File: config.mk
export PLATFORM = sky130hd
export DESIGN_NAME = store_req_unit
export DESIGN_NICKNAME = d
export VERILOG_FILES = /design/src/rtl/store_req_unit.sv
export SDC_FILE = /design/constraint.sdc
export NUM_CORES = 1
export LEC_CHECK = 0
export BUFFER_PORTS_ARGS = -buffer_cell sky130_fd_sc_hd__buf_4
export CORE_UTILIZATION = 52
export DETAILED_ROUTE_END_ITERATION = 16
export PLACE_DENSITY = 0.81
export SLEW_MARGIN = 20
export SYNTH_ARGS = -nofsm -noshare
export SYNTH_HDL_FRONTEND = slang
export SYNTH_SLANG_ARGS = --single-unit
File: constraint.sdc
create_clock -name clk -period 2.2 [get_ports clk]
set_input_delay 0.22 -clock clk [delete_from_list [all_inputs] [get_ports clk]]
set_output_delay 0.22 -clock clk [all_outputs]
set_load 0.03 [all_outputs]
File: src/rtl/store_req_unit.sv
// store_req_unit: store-side data-SRAM master.
// Accepts one store command per handshake, checks alignment, builds byte
// strobes and lane-aligned write data for SB/SH/SW/SWL/SWR, and drives a
// req/addr_ok/data_ok bus with at most one transaction outstanding.
//
// Ports
//   clk, resetn                  clock (rising edge), async active-low reset
//   cmd_valid/cmd_ready          command handshake from EXE
//   cmd_type/cmd_vaddr/cmd_rt    store kind, effective address, rt value
//   flush                        cancels the pending store
//   data_req..data_wdata         bus request fields (held stable in REQ)
//   data_addr_ok, data_data_ok   bus address accept / write complete
//   done_valid                   1-cycle pulse on completed, uncancelled store
//   ades_valid, ades_badvaddr    misaligned store pulse and faulting address
//
// state | meaning
// IDLE  | ready for a command
// REQ   | data_req asserted, waiting for data_addr_ok
// WAIT  | address accepted, waiting for data_data_ok
module store_req_unit #(
  parameter int ADDR_W = 32,
  parameter int DATA_W = 32
) (
  input  logic              clk,
  input  logic              resetn,
  input  logic              cmd_valid,
  output logic              cmd_ready,
  input  logic [2:0]        cmd_type,
  input  logic [ADDR_W-1:0] cmd_vaddr,
  input  logic [DATA_W-1:0] cmd_rt,
  input  logic              flush,
  output logic              data_req,
  output logic              data_wr,
  output logic [1:0]        data_size,
  output logic [ADDR_W-1:0] data_addr,
  output logic [3:0]        data_wstrb,
  output logic [DATA_W-1:0] data_wdata,
  input  logic              data_addr_ok,
  input  logic              data_data_ok,
  output logic              done_valid,
  output logic              ades_valid,
  output logic [ADDR_W-1:0] ades_badvaddr
);

  typedef enum logic [1:0] {IDLE, REQ, WAIT} state_t;

  state_t state, state_nxt;
  logic   cancel;

  logic              accept;
  logic              is_sh, is_sw, misalign;
  logic [1:0]        off;
  logic [4:0]        swl_shift, swr_shift;
  logic [1:0]        lane_size;
  logic [3:0]        lane_strb;
  logic [DATA_W-1:0] lane_wdata;
  logic [ADDR_W-1:0] lane_addr;

  assign off       = cmd_vaddr[1:0];
  assign is_sh     = (cmd_type == 3'd1);
  // Undefined encodings 5..7 behave as SW, including the alignment check.
  assign is_sw     = (cmd_type == 3'd2) || (cmd_type >= 3'd5);
  assign misalign  = (is_sh && off[0]) || (is_sw && (off != 2'b00));
  assign accept    = (state == IDLE) && cmd_valid && !flush;
  assign swl_shift = {2'd3 - off, 3'b000};
  assign swr_shift = {off, 3'b000};

  always_comb begin
    lane_size  = 2'd2;
    lane_strb  = 4'b1111;
    lane_wdata = cmd_rt;
    lane_addr  = cmd_vaddr;
    case (cmd_type)
      3'd0: begin
        lane_size  = 2'd0;
        lane_strb  = 4'b0001 << off;
        lane_wdata = {4{cmd_rt[7:0]}};
      end
      3'd1: begin
        lane_size  = 2'd1;
        lane_strb  = off[1] ? 4'b1100 : 4'b0011;
        lane_wdata = {2{cmd_rt[15:0]}};
      end
      3'd3: begin
        // SWL writes the high bytes of rt into the low lanes up to off.
        lane_addr  = {cmd_vaddr[ADDR_W-1:2], 2'b00};
        lane_strb  = 4'b1111 >> (2'd3 - off);
        lane_wdata = cmd_rt >> swl_shift;
      end
      3'd4: begin
        // SWR writes the low bytes of rt into lanes from off upwards.
        lane_addr  = {cmd_vaddr[ADDR_W-1:2], 2'b00};
        lane_strb  = 4'b1111 << off;
        lane_wdata = cmd_rt << swr_shift;
      end
      default: ;
    endcase
  end

  always_ff @(posedge clk or negedge resetn) begin
    if (!resetn) state <= IDLE;
    else         state <= state_nxt;
  end

  always_comb begin
    state_nxt = state;
    case (state)
      IDLE: if (accept && !misalign) state_nxt = REQ;
      REQ:  if (data_addr_ok)        state_nxt = WAIT;
      WAIT: if (data_data_ok)        state_nxt = IDLE;
      default:                       state_nxt = IDLE;
    endcase
  end

  assign cmd_ready = (state == IDLE);
  assign data_req  = (state == REQ);
  assign data_wr   = data_req;

  always_ff @(posedge clk or negedge resetn) begin
    if (!resetn) begin
      data_size     <= '0;
      data_addr     <= '0;
      data_wstrb    <= '0;
      data_wdata    <= '0;
      done_valid    <= 1'b0;
      ades_valid    <= 1'b0;
      ades_badvaddr <= '0;
      cancel        <= 1'b0;
    end else begin
      done_valid <= 1'b0;
      ades_valid <= 1'b0;
      if (accept && misalign) begin
        ades_valid    <= 1'b1;
        ades_badvaddr <= cmd_vaddr;
      end
      if (accept && !misalign) begin
        data_size  <= lane_size;
        data_addr  <= lane_addr;
        data_wstrb <= lane_strb;
        data_wdata <= lane_wdata;
      end
      // A request already on the bus cannot be withdrawn; flush only
      // suppresses its completion pulse.
      if (state == WAIT && data_data_ok) begin
        done_valid <= !cancel && !flush;
        cancel     <= 1'b0;
      end else if (flush && state != IDLE) begin
        cancel <= 1'b1;
      end
    end
  end

endmodule
Word level (Yosys, flattened, before mapping)
Cells that the tools add are included.

Memories kept: 0. Register bits after elaboration: 107. Bits in writable memories: 0. Word-level logic and storage cells: 59. Bits in latches: 0. Output and inout port bits: 107. Bits in read-only memories: 0. Input bits: 73.

Equal/unequal tests: 9. Multipliers: 0. Reductions and logical operators: 21. Div/mod/pow operators: 0. Magnitude comparators: 1. $add $sub $neg: 1. Bitwise gates (word level): 0. Shifts and indexed selects: 5. Multiplexer cells: 13.

Operator list (count): $pmux 32 s4 (1); $shl 32x5->32 (1); $shr 32x5->32 (1); $pmux 4 s4 (1); $logic_and 1x1->1 (9); $mux 2 (4); $eq 3x2->1 const B (2); $pmux 2 s3 (1); $reduce_bool 2->1 (3); $mux 1 (4); $mux 4 (1); $ne 2x1->1 const B (2); $pmux 2 s2 (1); $shl 1x2->4 const A (1); $shl 4x2->4 const A (1); $shr 4x2->4 const A (1); $eq 3x1->1 const B (1); $eq 3x3->1 const B (1); $ge 3x3->1 const B (1); $logic_not 1->1 (3); $logic_not 3->1 (1); $reduce_and 3->1 (1); $eq 2x1->1 const B (1); $eq 2x2->1 const B (1); other kinds (5) (6).

Logic depth before layout (Yosys ltp)
Word-level depth: 8. Mapped depth: 7. Gate-level depth less buffers: 4.

Least setup slack after synthesis
OpenSTA, ideal clock, no wires.

Kind: reg-to-reg. Start point: reg state[1]. End point: reg ades_badvaddr[10]. Library setup time: 0.125 ns. Arrival time: 1.858 ns. Clock period less this slack: 1.983 ns. Path buffers: 1. Required time: 2.075 ns. Cell stages (with the launch flop): 6. Setup slack: 0.217 ns. Cells stage by stage: dfrtp_1 -> nor2_4 -> nand3b_4 -> a2111oi_4 -> buf_6 -> mux2_4.

Cells in the longest elaborated chain, start to end: 4.

RTL lines: start: declaration (RTL line 47) `state_t state, state_nxt;`; start signal: assignment (RTL line 102) `else state <= state_nxt;`; $logic_not 2->1; via cmd_ready (RTL line 27) `output logic cmd_ready,`; $logic_and 1x1->1 (2 in series) (RTL line 64) `assign accept = (state == IDLE) && cmd_valid && !flush;`; $logic_and 1x1->1 (RTL line 132) `if (accept && misalign) begin`; end signal: assignment (RTL line 134) `ades_badvaddr <= cmd_vaddr;`; end: declaration (RTL line 42) `output logic [ADDR_W-1:0] ades_badvaddr`.

The timed path passes the listed nets, and every way through them passes these cells. A chain may end at the register's enable or synchronous reset.

Worst setup path after layout
Start point: reg state[1]. End point: reg data_addr[14].

Cells in the longest elaborated chain, start to end: 4.

RTL lines: $logic_not 2->1 (RTL line 64); $logic_and 1x1->1 (2 in series) (RTL line 64); $logic_and 1x1->1 (RTL line 136) `if (accept && !misalign) begin`; end signal: assignment (RTL line 138) `data_addr <= lane_addr;`; end: declaration (RTL line 35) `output logic [ADDR_W-1:0] data_addr,`.

No other way between the ends.

==> key figures <==
Outcome
  • Result of the run: complete, no violations

Detailed routing
  • Via/cell ratio: 6.04
  • Count of vias placed by the detailed router: 4,948
  • Number of nets with antenna violations after routing: 0
  • Routed wire length: 15.9 mm
  • Routed wire length per instance: 19.4 um
  • DR iter-0 viols: 419
  • First drt pass iteration count: 6
  • Detailed-route DRC error count: 0

Logic synthesis
  • Flip-flop and latch count after synthesis: 107
  • Leading post-synthesis cells by cell area: sky130_fd_sc_hd__dfrtp_1, sky130_fd_sc_hd__mux2_4, sky130_fd_sc_hd__mux2i_1
  • Share of synthesized flip-flops with an asynchronous set or reset: 100%
  • Syn Area/Cell: 11.2 sq um
  • Most frequent cells after synthesis: sky130_fd_sc_hd__dfrtp_1, sky130_fd_sc_hd__o21ai_0, sky130_fd_sc_hd__nor2_1
  • Sequential element share of the synthesized area: 46.9%
  • Library cells used by synthesis: 48
  • Main synth FF type: sky130_fd_sc_hd__dfrtp_1
  • Gate Count Post-Synth: 512
  • Number of flops mapped to enable cells by yosys: 0
  • Net count of the mapped netlist: 585
  • Cell area after synthesis: 0.00571 sq mm
  • Most area-hungry cell type in the Yosys netlist: sky130_fd_sc_hd__dfrtp_1
  • Synthesis warning total: 0
  • Most numerous cell in the Yosys netlist: sky130_fd_sc_hd__dfrtp_1
  • Area share of the largest cell type after synthesis: 46.9%

Final layout
  • Number of nets in the layout: 751
  • Fill cell instance count of the final layout: 757
  • Area grow syn2layout: 29.8%
  • Fraction of layout cells with a size suffix above 1: 39.2%
  • ANT cells: 0

Timing
  • Worst relative slew slack: 57.5%
  • Transition time at the pin with the least slew margin: 0.636 ns
  • Setup TNS Final: 0 ns
  • Final setup violation count: 0
  • Pins over their slew limit: 0
  • Fin crit period: 1.96 ns
  • RSZ-0062 raised after global routing: false
  • Maximum clock frequency: 0.511 GHz
  • Worst-case clock skew: 0.0128 ns
  • Final-report hold violation count: 0
  • Ratio of final minimum period to clock period: 89.0%

Global route
  • Global-route wire length before repair: 25.3 mm
  • Maximum number of pins on one net before global-route repair: 72
  • Remaining global-route overflow: 0
  • Aggregate global-route resource usage: 28.2%
  • Antenna violations before repair: 0
  • Via count of the first global-routing pass: 4,800

Floorplan
  • Number of primary I/O pins: 180
  • Number of cell rows: 37
  • Effective utilization at floorplan: 54.4%
  • Chip Height: 107 um
  • Die outline width: 107 um
  • Total core area: 0.0105 sq mm
  • DIE AREA: 0.0114 sq mm

Worst setup path
  • Startpoint type of the worst setup path: flip-flop
  • Required time of the worst setup path: 2.45 ns
  • Crit path buffers/inverters: 2
  • CP cell instances: nor2_4 -> nand3b_4 -> buf_4 -> or2_2 -> buf_12 -> mux2_1
  • Category of the most critical setup path: flip-flop to flip-flop
  • Worst endpoint data arrival time: 2.21 ns
  • Slowest cell delay on critical path: 0.46 ns
  • Cell with the largest stage delay on the worst path: sky130_fd_sc_hd__dfrtp_1
  • Worst r2r src: state[1]$_DFFE_PN0P_
  • Minimum setup slack among reg-to-reg paths: 0.24 ns
  • Max Fanout on Critical Path: 71
  • Worst-case reg-to-reg path depth: 6
  • Critical R2R Capture: data_addr[14]$_DFFE_PN0P_
  • Kind of end point of the critical path: flip-flop
  • Cell class contributing the biggest share of worst-path delay: simple AND/OR/NAND/NOR gates

Placement
  • Total half-perimeter wirelength after legalization and detailed placement: 11.4 mm
  • Final RePlAce weighted congestion: 0.882
  • I/O Buffers: 179

Clock tree
  • Clock tree from TritonCTS: built
  • Clk sinks: 107
  • CTS buffer count: 9
  • Count of hold-fix buffers inserted at cts: 2
  • Clock Tree Root: sky130_fd_sc_hd__clkbuf_8
  • Worst-case clock buffer depth: 2
  • Clock input transition at the sequential cells of the worst setup and hold paths: 0.11 ns
  • Clock H-tree levels: 3
  • Count of instances resized after the clock tree is built: 0
  • Post-CTS setup repair buffer count: 0
  • Latest clock arrival within the worst-skew pair: 0.37 ns

Min path
  • Hold Path Origin: data_addr_ok
  • Sink of the worst hold path: state[0]$_DFFE_PN0P_
  • Cells on Worst Hold Path: 2
  • Worst min-delay path class: primary input to flip-flop

Power
  • Power density relative to cell area: 1090 mW/mm^2
  • Peak supply drop: 719 uV
  • Overall power of the completed layout: 8.09 mW
  • Reported leakage power: 3.47 nW

Job
  • Number of violations of the max-capacitance limit: 0
state kept, by name, summed over array words and instances (netlist names), 2 cells and up:
| signal | flops |
|---|---|
| state | 2 |
| ades_badvaddr | 32 |
| data_wdata | 32 |
| data_size | 2 |
| data_wstrb | 4 |
| data_addr | 32 |
stage by stage:
| step | hold WS, ns | area, sq um | util (%) | worst slack (ns) | std cells |
|---|---|---|---|---|---|
| 4_1_cts | 0.0419 | 7410 | 70.6 | 0.238 | 819 |
| 6_report | 0.0464 | 7410 | 70.6 | 0.243 | 819 |
| 3_3_place_gp | 0.200 | 7190 | 68.4 | 0.307 | 801 |
| 5_1_grt | 0.0437 | 7410 | 70.6 | 0.175 | 819 |
| 2_1_floorplan | -0.0756 | 5710 | - | 0.217 | 512 |
| 3_5_place_dp | 0.204 | 7190 | 68.4 | 0.246 | 801 |
routing by layer:
layer | GRT usage, % | vias up | wire (um)
met1 | 38.0 | 2414 | 6730
met3 | 6.20 | 27 | 1350
met4 | 6.46 | 0 | 198
li1 | - | 2238 | -
met2 | 46.5 | 269 | 7580
met5 | 0 | - | 0
power by group:
group	internal (mW)	switching, mW
Clock	0.477	0.739
Combinational	1.58	2.28
Sequential	2.62	0.394
how the worst max path moves through the flow:
stage / slack (ns) / end / startpoint / cells past startpoint
after floorplan: 0.22 / ades_badvaddr[10]$_DFFE_PN0P_ / state[1]$_DFFE_PN0P_ / 5
after global placement: 0.31 / data_addr[2]$_DFFE_PN0P_ / cmd_type[1] / 6
after detailed placement: 0.25 / data_wdata[25]$_DFFE_PN0P_ / cmd_type[1] / 7
after CTS: 0.24 / data_addr[14]$_DFFE_PN0P_ / state[1]$_DFFE_PN0P_ / 6
after global routing: 0.18 / data_addr[25]$_DFFE_PN0P_ / state[1]$_DFFE_PN0P_ / 6
final: 0.24 / data_addr[14]$_DFFE_PN0P_ / state[1]$_DFFE_PN0P_ / 6
logic make-up (layout without fill, tap and decap cells):
kind of cell / Yosys count / in the layout / share of synthesized area (%)
compound gates: 161 / 161 / 19.0
buf+inv: 48 / 219 / 4.51
flops: 107 / 107 / 46.9
mux: 96 / 96 / 20.1
simple gates: 100 / 100 / 9.51
layout by cell type, fill, tap and decap left out, types with 2 or more instances in the layout:
master,n
sky130_fd_sc_hd__mux2i_1,32
sky130_fd_sc_hd__clkinv_4,2
sky130_fd_sc_hd__mux2_2,14
sky130_fd_sc_hd__mux2_1,20
sky130_fd_sc_hd__a22o_1,2
sky130_fd_sc_hd__nand2_1,4
sky130_fd_sc_hd__a21oi_1,10
sky130_fd_sc_hd__nand3b_1,9
sky130_fd_sc_hd__a211oi_1,16
sky130_fd_sc_hd__mux2_4,29
sky130_fd_sc_hd__nor2_1,46
sky130_fd_sc_hd__o32ai_1,7
sky130_fd_sc_hd__a22oi_1,8
sky130_fd_sc_hd__o21a_1,2
sky130_fd_sc_hd__nand3_1,2
sky130_fd_sc_hd__dfrtp_1,107
sky130_fd_sc_hd__a21o_1,8
sky130_fd_sc_hd__buf_12,4
sky130_fd_sc_hd__o31ai_1,24
sky130_fd_sc_hd__clkbuf_8,10
sky130_fd_sc_hd__and2_1,2
sky130_fd_sc_hd__nor2b_1,3
sky130_fd_sc_hd__a221oi_1,16
sky130_fd_sc_hd__o21ai_0,62
sky130_fd_sc_hd__buf_4,196
sky130_fd_sc_hd__dlygate4sd3_1,2
sky130_fd_sc_hd__nor3_1,4
sky130_fd_sc_hd__nand2b_1,18
sky130_fd_sc_hd__inv_8,2
final cells by class:
class	instances	area [sq um]	area share (%)
Multi-Input combinational cell	357	2790	37.6
Sequential cell	107	2680	36.1
Clock inverter	6	65.1	0.877
Inverter	1	3.75	0.0506
Timing Repair Buffer	202	1570	21.2
Clock buffer	10	138	1.86
Tap cell	136	170	2.29
Power figures use the tool's default switching activity.
